[config.mk]
export PLATFORM = sky130hd
export DESIGN_NAME = uart_word_serializer
export DESIGN_NICKNAME = d
export VERILOG_FILES = /design/src/rtl/uart_word_serializer.sv
export SDC_FILE = /design/constraint.sdc
export NUM_CORES = 1
export LEC_CHECK = 0
export CORE_MARGIN = 10
export CORE_UTILIZATION = 53
export CTS_CLUSTER_DIAMETER = 30
export DETAILED_ROUTE_END_ITERATION = 10
export PLACE_DENSITY = 0.91
export SETUP_SLACK_MARGIN = 0.1
export SLEW_MARGIN = 20
export SYNTH_ARGS = -nofsm -noshare
export SYNTH_HDL_FRONTEND = slang
export SYNTH_SLANG_ARGS = --single-unit
[constraint.sdc]
create_clock -name clk -period 2.94 [get_ports clk]
set_input_delay 0.294 -clock clk [delete_from_list [all_inputs] [get_ports clk]]
set_output_delay 0.294 -clock clk [all_outputs]
set_load 0.005 [all_outputs]
[src/rtl/uart_word_serializer.sv]
// Word-to-byte serializer: latches a word on start and hands it to a byte UART one tx_send/tx_done at a time.
// Optional feature: define UART_SER_QUEUE_EN for a one-word pending buffer that allows back-to-back words.
module uart_word_serializer #(
    parameter int WORD_BYTES = 4,
    parameter int MSB_FIRST  = 1,
    parameter int LEN_W      = $clog2(WORD_BYTES) + 1
) (
    input  logic                    clk,
    input  logic                    rst,
    input  logic                    start,
    input  logic [8*WORD_BYTES-1:0] tx_data,
    input  logic [LEN_W-1:0]        len,
    input  logic                    tx_done,
    output logic [7:0]              tx_byte,
    output logic                    tx_send,
    output logic                    busy,
    output logic                    ready,
    output logic                    done
);
    localparam int W = 8 * WORD_BYTES;
    localparam logic [LEN_W-1:0] FULL_LEN = LEN_W'(WORD_BYTES);

    typedef enum logic [1:0] {IDLE, SEND, WAIT} state_t;

    state_t           state, state_next;
    logic [W-1:0]     data_q, data_next;
    logic [LEN_W-1:0] len_q, len_next;
    logic [LEN_W-1:0] cnt_q, cnt_next;
    logic [7:0]       tx_byte_next;
    logic             tx_send_next, done_next, busy_next, ready_next;
    logic             accept, launch;
    logic [W-1:0]     launch_data;
    logic [LEN_W-1:0] launch_len;
`ifdef UART_SER_QUEUE_EN
    logic             pend_valid, pend_valid_next;
    logic [W-1:0]     pend_data, pend_data_next;
    logic [LEN_W-1:0] pend_len, pend_len_next;
`endif

    function automatic logic [LEN_W-1:0] clamp_len(input logic [LEN_W-1:0] l);
        return (l == '0 || l > FULL_LEN) ? FULL_LEN : l;
    endfunction

    // Byte k in transmission order; short words therefore use the leading bytes of that order.
    function automatic logic [7:0] pick_byte(input logic [W-1:0] word, input logic [LEN_W-1:0] k);
        logic [W-1:0] shifted;
        int           sh;
        sh      = (MSB_FIRST != 0) ? 8 * (WORD_BYTES - 1 - int'(k)) : 8 * int'(k);
        shifted = word >> sh;
        return shifted[7:0];
    endfunction

    always_comb begin
        // NOTE: every signal driven here gets a default first, so no branch can infer a latch.
        state_next   = state;
        data_next    = data_q;
        len_next     = len_q;
        cnt_next     = cnt_q;
        tx_byte_next = tx_byte;
        tx_send_next = 1'b0;
        done_next    = 1'b0;
        accept       = start && ready;
        launch       = 1'b0;
        launch_data  = tx_data;
        launch_len   = clamp_len(len);
`ifdef UART_SER_QUEUE_EN
        pend_valid_next = pend_valid;
        pend_data_next  = pend_data;
        pend_len_next   = pend_len;
`endif

        unique case (state)
            IDLE: launch = accept;
            SEND: state_next = WAIT;
            WAIT: begin
                if (tx_done) begin
                    if (cnt_q + LEN_W'(1) < len_q) begin
                        cnt_next     = cnt_q + LEN_W'(1);
                        state_next   = SEND;
                        tx_send_next = 1'b1;
                        tx_byte_next = pick_byte(data_q, cnt_q + LEN_W'(1));
                    end else begin
                        done_next  = 1'b1;
                        state_next = IDLE;
`ifdef UART_SER_QUEUE_EN
                        // Chain straight into the next word so done and its first SEND share a cycle.
                        if (pend_valid) begin
                            launch          = 1'b1;
                            launch_data     = pend_data;
                            launch_len      = pend_len;
                            pend_valid_next = 1'b0;
                        end else begin
                            launch = accept;
                        end
`endif
                    end
                end
            end
            default: state_next = IDLE;
        endcase

`ifdef UART_SER_QUEUE_EN
        if (accept && state != IDLE && !launch) begin
            pend_valid_next = 1'b1;
            pend_data_next  = tx_data;
            pend_len_next   = clamp_len(len);
        end
`endif

        if (launch) begin
            state_next   = SEND;
            data_next    = launch_data;
            len_next     = launch_len;
            cnt_next     = '0;
            tx_send_next = 1'b1;
            tx_byte_next = pick_byte(launch_data, '0);
        end

        busy_next = (state_next != IDLE);
`ifdef UART_SER_QUEUE_EN
        ready_next = !pend_valid_next;
`else
        ready_next = !busy_next;
`endif
    end

    // NOTE: sequential state is written with non-blocking assignments only.
    always_ff @(posedge clk) begin
        if (rst) begin
            state   <= IDLE;
            data_q  <= '0;
            len_q   <= '0;
            cnt_q   <= '0;
            tx_byte <= 8'h00;
            tx_send <= 1'b0;
            busy    <= 1'b0;
            done    <= 1'b0;
            ready   <= 1'b1;
`ifdef UART_SER_QUEUE_EN
            pend_valid <= 1'b0;
            pend_data  <= '0;
            pend_len   <= '0;
`endif
        end else begin
            state   <= state_next;
            data_q  <= data_next;
            len_q   <= len_next;
            cnt_q   <= cnt_next;
            tx_byte <= tx_byte_next;
            tx_send <= tx_send_next;
            busy    <= busy_next;
            done    <= done_next;
            ready   <= ready_next;
`ifdef UART_SER_QUEUE_EN
            pend_valid <= pend_valid_next;
            pend_data  <= pend_data_next;
            pend_len   <= pend_len_next;
`endif
        end
    end
endmodule

-- Word level (Yosys, flattened, before mapping)
Index checks and enable logic that the tools add are counted.
- equality and inequality tests: 2
- reductions and logical operators: 13
- multiplexer cells: 15
- multipliers: 0
- divide/modulo/power cells: 0
- shifts and indexed selects: 1
- $lt $le $gt $ge: 2
- add/sub/neg operators: 2
- bitwise operators: 2
- operators with widths (kind ; number):
    8-bit 2-to-1 mux ; 4
    32-bit by 32-bit right shift with 8-bit output ; 1
    2-bit nonzero test ; 4
    1-bit 2-to-1 mux ; 7
    2-bit one-hot mux with 3 select lines ; 1
    3-bit AND reduction ; 2
    2-bit 2-to-1 mux ; 2
    2-bit by 3-bit subtractor with 4-bit output (first input constant) ; 1
    3-bit by 1-bit adder with 3-bit output (second input constant) ; 1
    3-bit > comparator (second input constant) ; 1
    3-bit logical NOT ; 1
    3-bit < comparator ; 1
    3-bit 2-to-1 mux ; 1
    3-bit OR reduction ; 1
    2-bit by 1-bit equality test with 1-bit output (second input constant) ; 1
    2-bit equality test (second input constant) ; 1
    2-bit logical NOT ; 1
    1-bit inverter ; 2
    2-bit OR reduction ; 1
    1-bit logical AND ; 1
    1-bit logical NOT ; 1
    1-bit logical OR ; 1
- latch bits: 0
- memories kept: 0
- ROM bits: 0
- memory bits (writable): 0
- register bits after elaboration: 52
- output and inout port bits: 12
- word-level logic and storage cells: 46
- bits of input ports: 39

-- Logic depth before layout (Yosys ltp)
Gate-level depths: netlist of run 1.
- depth in word-level cells: 8
- gate-level depth with buffers: 8

-- Worst setup path after synthesis of run 1
Ideal clock, no wire load.
- kind: reg-to-reg
- start: register cnt_q[0]
- end: register tx_byte[0]
- cell stages (with the launch flop): 9
- arrival: 1.878 ns
- setup time: 0.086 ns
- slack: 0.976 ns
- period minus slack after synthesis: 1.964 ns
- buffers on the path: 1
- cells stage by stage: dfxtp_1 ha_1 xor2_1 ha_1 a21oi_1 o211ai_4 and2_4 buf_6 a221oi_2
- longest elaborated chain between the ends: 7
- RTL lines (item ; line ; source):
    from (decl) ; 28 ; logic [LEN_W-1:0] cnt_q, cnt_next;
    from (signal assigned) ; 148 ; cnt_q <= cnt_next;
    3-bit by 1-bit adder with 3-bit output * ; 77, 81 ;
    2-bit by 3-bit subtractor with 4-bit output ; 48 ; sh = (MSB_FIRST != 0) ? 8 * (WORD_BYTES - 1 - int'(k)) : 8 * int'(k);
    32-bit by 32-bit right shift with 8-bit output ; 49 ; shifted = word >> sh;
    8-bit 2-to-1 mux ; 77 ; if (cnt_q + LEN_W'(1) < len_q) begin
    8-bit 2-to-1 mux ; 76 ; if (tx_done) begin
    8-bit 2-to-1 mux ; 72 ; unique case (state)
    8-bit 2-to-1 mux ; 110 ; if (launch) begin
    to (signal assigned) ; 149 ; tx_byte <= tx_byte_next;
    to (decl) ; 14 ; output logic [7:0] tx_byte,
Mark *: on every way between the ends. The rest lies on a longest branch, timed or not. The select of a mux whose other input is x is not followed.
A chain may end at the register's enable or synchronous reset.

-- Worst setup path in the final report of run 1
- start: register cnt_q[0]
- end: register tx_byte[4]
The elaborated chain is that of the path after synthesis.

==> summary.txt, run 1 <==
Kind of critical path = reg2reg
Top sig layer = met4
Yosys warning total = 0
Worst Path Max Fanout = 15
Final Critical Period = 2.27 ns
HPWL after DPL = 3.69 mm
Max-Cap Viols = 0
Layout Nets = 336
Post-synth cell types = 25
Worst slew margin = 36.6%
FF-to-FF End = tx_byte[4]
Synth Register Bits = 52
Hold WC Path Type = reg2reg
Area growth, synth to finish = 25.6%
Drt total wl = 5.28 mm
Post-route ant nets = 0
Met1 WL = 2.17 mm
Initial antenna violation count = 0
Final critical-path share of the clock period = 77.3%
Core ar. = 4090 um^2
Setup TNS = 0 ns
Reg2reg start = cnt_q[0]
Min-delay src = data_q[15]
Reg2reg path depth = 6
Layout cell share with drive strength beyond 1 = 8.16%
Max IR drop VDD = 379 uV
Port bufs = 50
Cell Pwr Density = 538 nW/um^2
RSZ-0062 raised after global routing = false
Diode count = 0
First-pass GRT wire length = 8.53 mm
Clk root buf = clkbuf_8
Total power = 1.54 mW
Max Clock Skew = 0.0135 ns
H-tree depth = 2
1st-pass router iterations = 4
Worst Hold End = data_q[15]
DR vias/cell = 5.43
Routed wl met3 = 342 um
CP Launch Type = flip-flop
DIE WIDTH = 85.5 um
Final setup vio count = 0
GR Util All Layers = 14.1%
Required time worst endpoint = 3.15 ns
Post-CTS Setup Bufs = 0
Top Ports = 51
Critical path capture point type = flip-flop
CTS Sinks = 52
DR DRC count = 0
Largest net degree at the start of global routing = 52
Number of global-route vias before repair = 1933
Hold Path Depth = 2
Num CTS Buffers = 5
Final Max Slew Viols = 0
Die area = 7310 um^2
Leak = 1.08 nW
Net count after synthesis = 294
Synthesized cell area = 2270 um^2
Actual slew at the worst max-slew pin = 0.951 ns
Synth top area cells = dfxtp_1, nand2_1, mux4_1
Die span in y = 85.5 um
Final Wtd Congestion = 0.808
Hold-fix buffers, CTS = 0
Vias post-DR = 1867
Initial drt markers = 163
Number of cell rows = 23
Synth top area share = 45.8%
Longest Clk Path Bufs = 2
Crit path arrival time = 2.48 ns
R2r setup slk = 0.67 ns
Drt wl/cell = 15.3 um
Total congestion overflow = 0
TritonCTS clock tree = done
Syn avg cell area = 9.05 um^2
Achievable Freq = 440 MHz
Post-Synthesis Cells = 251
Register area share after synthesis = 45.8%
Largest area contributor in the netlist = dfxtp_1
PostCTS Resize Cnt = 0
Clk_lat worst skew = 0.31 ns
Hold Violations, Final = 0
Met2 WL = 2.69 mm
Clock-pin slew on the worst setup and hold paths = 0.10 ns
Run status = finished, final reports clean
Starting Density = 55.6%
[through the flow]
stage	instance area [um^2]	utilization (%)	std cells	hold WS [ns]	setup WS, ns
5_1_grt	2850	69.8	344	0.476	0.533
3_3_place_gp	2760	67.5	336	0.437	0.844
3_5_place_dp	2760	67.5	336	0.445	0.730
4_1_cts	2850	69.8	344	0.458	0.684
6_report	2850	69.8	344	0.459	0.666
2_1_floorplan	2270	-	251	0.430	0.976
[worst max path at each step]
| stage | startpoint | to | depth (start not counted) |
|---|---|---|---|
| 6_report | cnt_q[0] | tx_byte[4] | 6 |
| 5_1_grt | cnt_q[0] | tx_byte[3] | 6 |
| 4_1_cts | cnt_q[0] | tx_byte[4] | 6 |
| 3_5_place_dp | cnt_q[0] | tx_byte[3] | 6 |
| 3_3_place_gp | cnt_q[0] | tx_byte[6] | 6 |
| 2_1_floorplan | cnt_q[0] | tx_byte[0] | 8 |
[area by class of cell]
type	instances	area [um^2]
clock inverters	2	13.8
repair buffers	53	518
multi-input cells	168	1090
flip-flops and latches	52	1040
well taps	50	62.6
inverters	13	48.8
fillers	329	1230
clock buffers	6	82.6
[cell families (layout without fill, tap and decap cells)]
group / after synthesis / count (layout) / synth area share, %
multiplexers: 9 / 9 / 9.69
buffers and inverters: 31 / 74 / 6.33
adder cells (fa/ha/maj): 4 / 4 / 2.20
AO/OA/AOI/OAI: 60 / 60 / 17.7
XOR/XNOR: 2 / 2 / 0.771
AND/OR/NAND/NOR: 93 / 93 / 17.5
flip-flops: 52 / 52 / 45.8
[layer usage]
layer  global-route usage, %  vias up
met3                    4.49        6
met2                    24.6       57
li1                        -      940
met5                       0        -
met4                    5.09        0
met1                    15.6      864
[cell usage after synthesis]
cell type / number
a211oi_1: 2
a21oi_1: 39
a221oi_2: 8
and2_4: 2
and3b_1: 2
and4bb_1: 1
buf_2: 4
buf_6: 3
clkbuf_1: 11
dfxtp_1: 52
ha_1: 4
inv_1: 13
mux2i_1: 1
mux4_1: 8
nand2_1: 75
nand3_1: 1
nand3b_1: 2
nor2_1: 5
nor3_1: 2
nor3b_1: 1
o211ai_4: 1
o21ai_0: 10
or2_2: 1
or3_1: 1
xor2_1: 2
[worst max-delay path, stage by stage, from the launching register on]
cell and delay (ns):
dfxtp_1 0.32, ha_1 0.47, ha_1 0.36, nand2_1 0.09, o211ai_4 0.37, o21ai_0 0.25, a221oi_2 0.32
[sequential cells by signal (all words and copies together), names as in the netlist]
name and cells:
tx_byte 8, data_q 32, done 1, state 2
busy 1, len_q 3, cnt_q 3, tx_send 1
ready 1
[power breakdown]
| group | switching [mW] | internal (mW) | total [mW] | leakage, nW |
|---|---|---|---|---|
| Sequential | 0.0321 | 0.766 | 0.798 | 0.427 |
| Clock | 0.240 | 0.193 | 0.433 | 0.0516 |
| Combinational | 0.152 | 0.152 | 0.305 | 0.606 |
[cells in the final DEF, fill, tap and decap left out, types with 2 or more instances in the layout]
| master | netlist | final |
|---|---|---|
| nand2_1 | 75 | 75 |
| and2_4 | 2 | 2 |
| o21ai_0 | 10 | 10 |
| a221oi_2 | 8 | 8 |
| a211oi_1 | 2 | 2 |
| clkbuf_8 | 0 | 6 |
| buf_4 | 0 | 3 |
| nor3_1 | 2 | 2 |
| nand3b_1 | 2 | 2 |
| ha_1 | 4 | 4 |
| a21oi_1 | 39 | 39 |
| nor2_1 | 5 | 5 |
| xor2_1 | 2 | 2 |
| mux4_1 | 8 | 8 |
| dfxtp_1 | 52 | 52 |
| and3b_1 | 2 | 2 |
| inv_1 | 13 | 13 |
| clkdlybuf4s50_1 | 0 | 49 |
No activity file was read; power rests on OpenSTA's default activity.
==> run 2, diff against run 1 <==
--- a/config.mk
+++ b/config.mk
@@ -6,10 +6,10 @@
 export NUM_CORES = 1
 export LEC_CHECK = 0
 export CORE_MARGIN = 10
-export CORE_UTILIZATION = 53
+export CORE_UTILIZATION = 45
 export CTS_CLUSTER_DIAMETER = 30
 export DETAILED_ROUTE_END_ITERATION = 10
-export PLACE_DENSITY = 0.91
+export PLACE_DENSITY = 0.83
 export SETUP_SLACK_MARGIN = 0.1
 export SLEW_MARGIN = 20
 export SYNTH_ARGS = -nofsm -noshare
==> constraint.sdc (replaced) <==
create_clock -name clk -period 1.88 [get_ports clk]
set_input_delay 0.188 -clock clk [delete_from_list [all_inputs] [get_ports clk]]
set_output_delay 0.188 -clock clk [all_outputs]
set_load 0.005 [all_outputs]
==> run 2 against run 1 <==
Effect of this change: the run now ends with negative setup slack left; combinational power up 70%; routed wire length up 3.8%; critical path depth up 2; worst setup slack worse by 0.71 ns; power up 59%; flip-flop and latch count unchanged; critical endpoint is now tx_byte[2].
==> summary.txt, run 2 (same netlist as run 1, synthesis figures left out) <==
Run status = complete, but fails checks
Failing checks = negative setup slack
Area growth, synth to finish = 35.4%
Port bufs = 50 (unchanged)
Final Max Slew Viols = 0 (unchanged)
Final Worst Setup Slack = -0.0429 ns (-0.709 ns)
Hold WC Path Type = in2reg
Top Registers = data_q x32, tx_byte x8
Number of cell rows = 25 (+8.7%)
Final critical-path share of the clock period = 102% (+25 points)
CTS Sinks = 52 (unchanged)
GR Util All Layers = 12.5% (-1.6 points)
Drt total wl = 5.48 mm (+3.8%)
Hold Violations, Final = 0 (unchanged)
Total congestion overflow = 0 (unchanged)
Kind of critical path = reg2reg
Die area = 8290 um^2 (+13%)
Layout cell share with drive strength beyond 1 = 14.8% (+6.6 points)
Clk_lat worst skew = 0.30 ns (about the same)
Worst slew margin = 76.0% (+39 points)
Clk root buf = clkbuf_8
Most used cell, CP = ha_4
Place WS = -0.100 ns (-0.831 ns)
Worst Path Max Fanout = 8 (-7)
NetSw = 0.641 mW (+51%)
Crit-path cells = ha_4 -> xor2_4 -> ha_4 -> nand2_2 -> o211ai_4 -> buf_6 -> o21ai_0 -> a221oi_2
Max IR drop VDD = 404 uV (+6.5%)
Final Critical Period = 1.92 ns (-0.351 ns)
TritonCTS clock tree = done
HPWL after DPL = 3.92 mm (+6.2%)
Achievable Freq = 520 MHz (+18%)
Largest stage delay on the critical path = 0.34 ns (-0.13 ns)
Initial drt markers = 107 (-34%)
Initial antenna violation count = 0 (unchanged)
H-tree depth = 2 (unchanged)
Die span in y = 91.1 um (+6.5%)
Max FFs per register = 32 (unchanged)
Post-route ant nets = 0 (unchanged)
CP Launch Type = flip-flop
RSZ-0062 raised after global routing = true
Longest Clk Path Bufs = 2 (unchanged)
Sw frac = 26.3% (-1.3 points)
First-pass GRT wire length = 8.67 mm (+1.6%)
Most frequent cells in the layout = nand2_1, dfxtp_1, clkdlybuf4s50_1, a21oi_1, inv_1
Vias post-DR = 1911 (+2.4%)
Reg with most FFs = data_q
Int Power = 1.80 mW (+62%)
Core ar. = 4820 um^2 (+18%)
CP Buf/Inv Count = 1 (+1)
DR vias/cell = 5.14 (-5.3%)
Largest net degree at the start of global routing = 47 (-9.6%)
Actual slew at the worst max-slew pin = 0.360 ns (-0.591 ns)
Clock-pin slew on the worst setup and hold paths = 0.09 ns (about the same)
Combinational share of power = 21.3% (+1.5 points)
Drt wl/cell = 14.7 um (-4.0%)
Crit path arrival time = 2.14 ns (-0.34 ns)
Max Clock Skew = 0.00952 ns (-0.00401 ns)
Hold-fix buffers, CTS = 0 (unchanged)
Clock Power Share = 27.6% (-0.6 points)
Num CTS Buffers = 5 (unchanged)
DR DRC count = 0 (unchanged)
Sequential Power Share = 51.1% (-0.9 points)
Starting Density = 47.2% (-8.4 points)
Top Ports = 51 (unchanged)
Most common cell after layout, fill and taps aside = nand2_1
1st-pass router iterations = 4 (unchanged)
Number of global-route vias before repair = 1905 (-1.4%)
DIE WIDTH = 91.1 um (+6.5%)
Required time worst endpoint = 2.09 ns (-1.06 ns)
Diode count = 0 (unchanged)
Cell Pwr Density = 792 nW/um^2 (+47%)
Top Family by Delay on Critical Path = compound AO/OA/AOI/OAI gates
Final Wtd Congestion = 0.824 (+2.0%)
Max-Cap Viols = 0 (unchanged)
Layout Nets = 348 (+3.6%)
Critical path capture point type = flip-flop
Final setup vio count = 4 (+4)
Leak = 1.15 nW (+6.6%)
CP max stage cell = dfxtp_2
Final core occ = 63.8% (-6.0 points)
run 2: cell count changes in the layout (fill, tap and decap cells not counted), sizes merged:
cell | previous run | this run
inv | 14 | 13
buf | 4 | 15
clkinv | 1 | 0
and2 | 2 | 3
clkbuf | 6 | 7
run 2: final timing paths:
kind	from	to	slack (ns)	cells after the start
setup / recovery	cnt_q[1]	tx_byte[2]	-0.04	8
hold / removal	rst	data_q[30]	0.29	2
setup reg to reg	cnt_q[1]	tx_byte[2]	-0.04	8
hold reg to reg	data_q[15]	data_q[15]	0.46	2
run 2: routing by layer:
layer  track usage (%)  routed length [um]  up-vias  part of all wire, %
met4              5.09                  78        0                  1.4
met5                 0                   0        -                    0
met2              21.5                2730       57                   50
met1              14.3                2420      888                   44
met3              3.37                 243        6                  4.4
li1                  -                   -      960                    -
run 2: what timing repair did:
item / in CTS / in global routing
cloned: 1 / 0
gates resized for setup: 10 / 8
endpoints found under the setup margin: 14 / 15
buffers inserted: 4 / 0
pin swaps: 5 / 5
run 2: layout make-up:
cell class                      instances  area, um^2
Fill cell                             413        1740
Multi-Input combinational cell        169        1170
Sequential cell                        52        1040
Timing Repair Buffer                   64         628
Clock buffer                            7        96.3
Tap cell                               67        83.8
Inverter                               13        48.8
run 2: worst reg2reg max path, delay by kind of cell, from the launching register on:
family | cells | cell delay (ns)
compound gates | 3 | 0.60
buf+inv | 1 | 0.16
xor+xnor | 1 | 0.19
simple gates | 1 | 0.07
fa+ha+maj | 2 | 0.48
flops | 1 | 0.34
run 2: metrics by stage:
step / instances / cell area, um^2 / power [mW] / hold WS [ns] / TNS [ns]
finish: 372 / 3080 / 2.44 / 0.285 / -0.107
global route: 372 / 3080 / 2.56 / 0.298 / -0.822
CTS: 372 / 3030 / 2.44 / 0.262 / -0.896
detailed placement: 360 / 2860 / 1.77 / 0.446 / -0.769
global placement: 360 / 2860 / 1.75 / 0.437 / -0.0366
floorplan: 251 / 2290 / 1.55 / 0.324 / 0
run 2: power groups by stage:
stage / combinational, mW / sequential [mW] / clock (mW)
floorplan: 0.286 / 1.26 / 0
CTS: 0.508 / 1.25 / 0.682
detailed placement: 0.496 / 1.27 / 0
global placement: 0.487 / 1.27 / 0
finish: 0.519 / 1.25 / 0.672
global route: 0.570 / 1.26 / 0.730
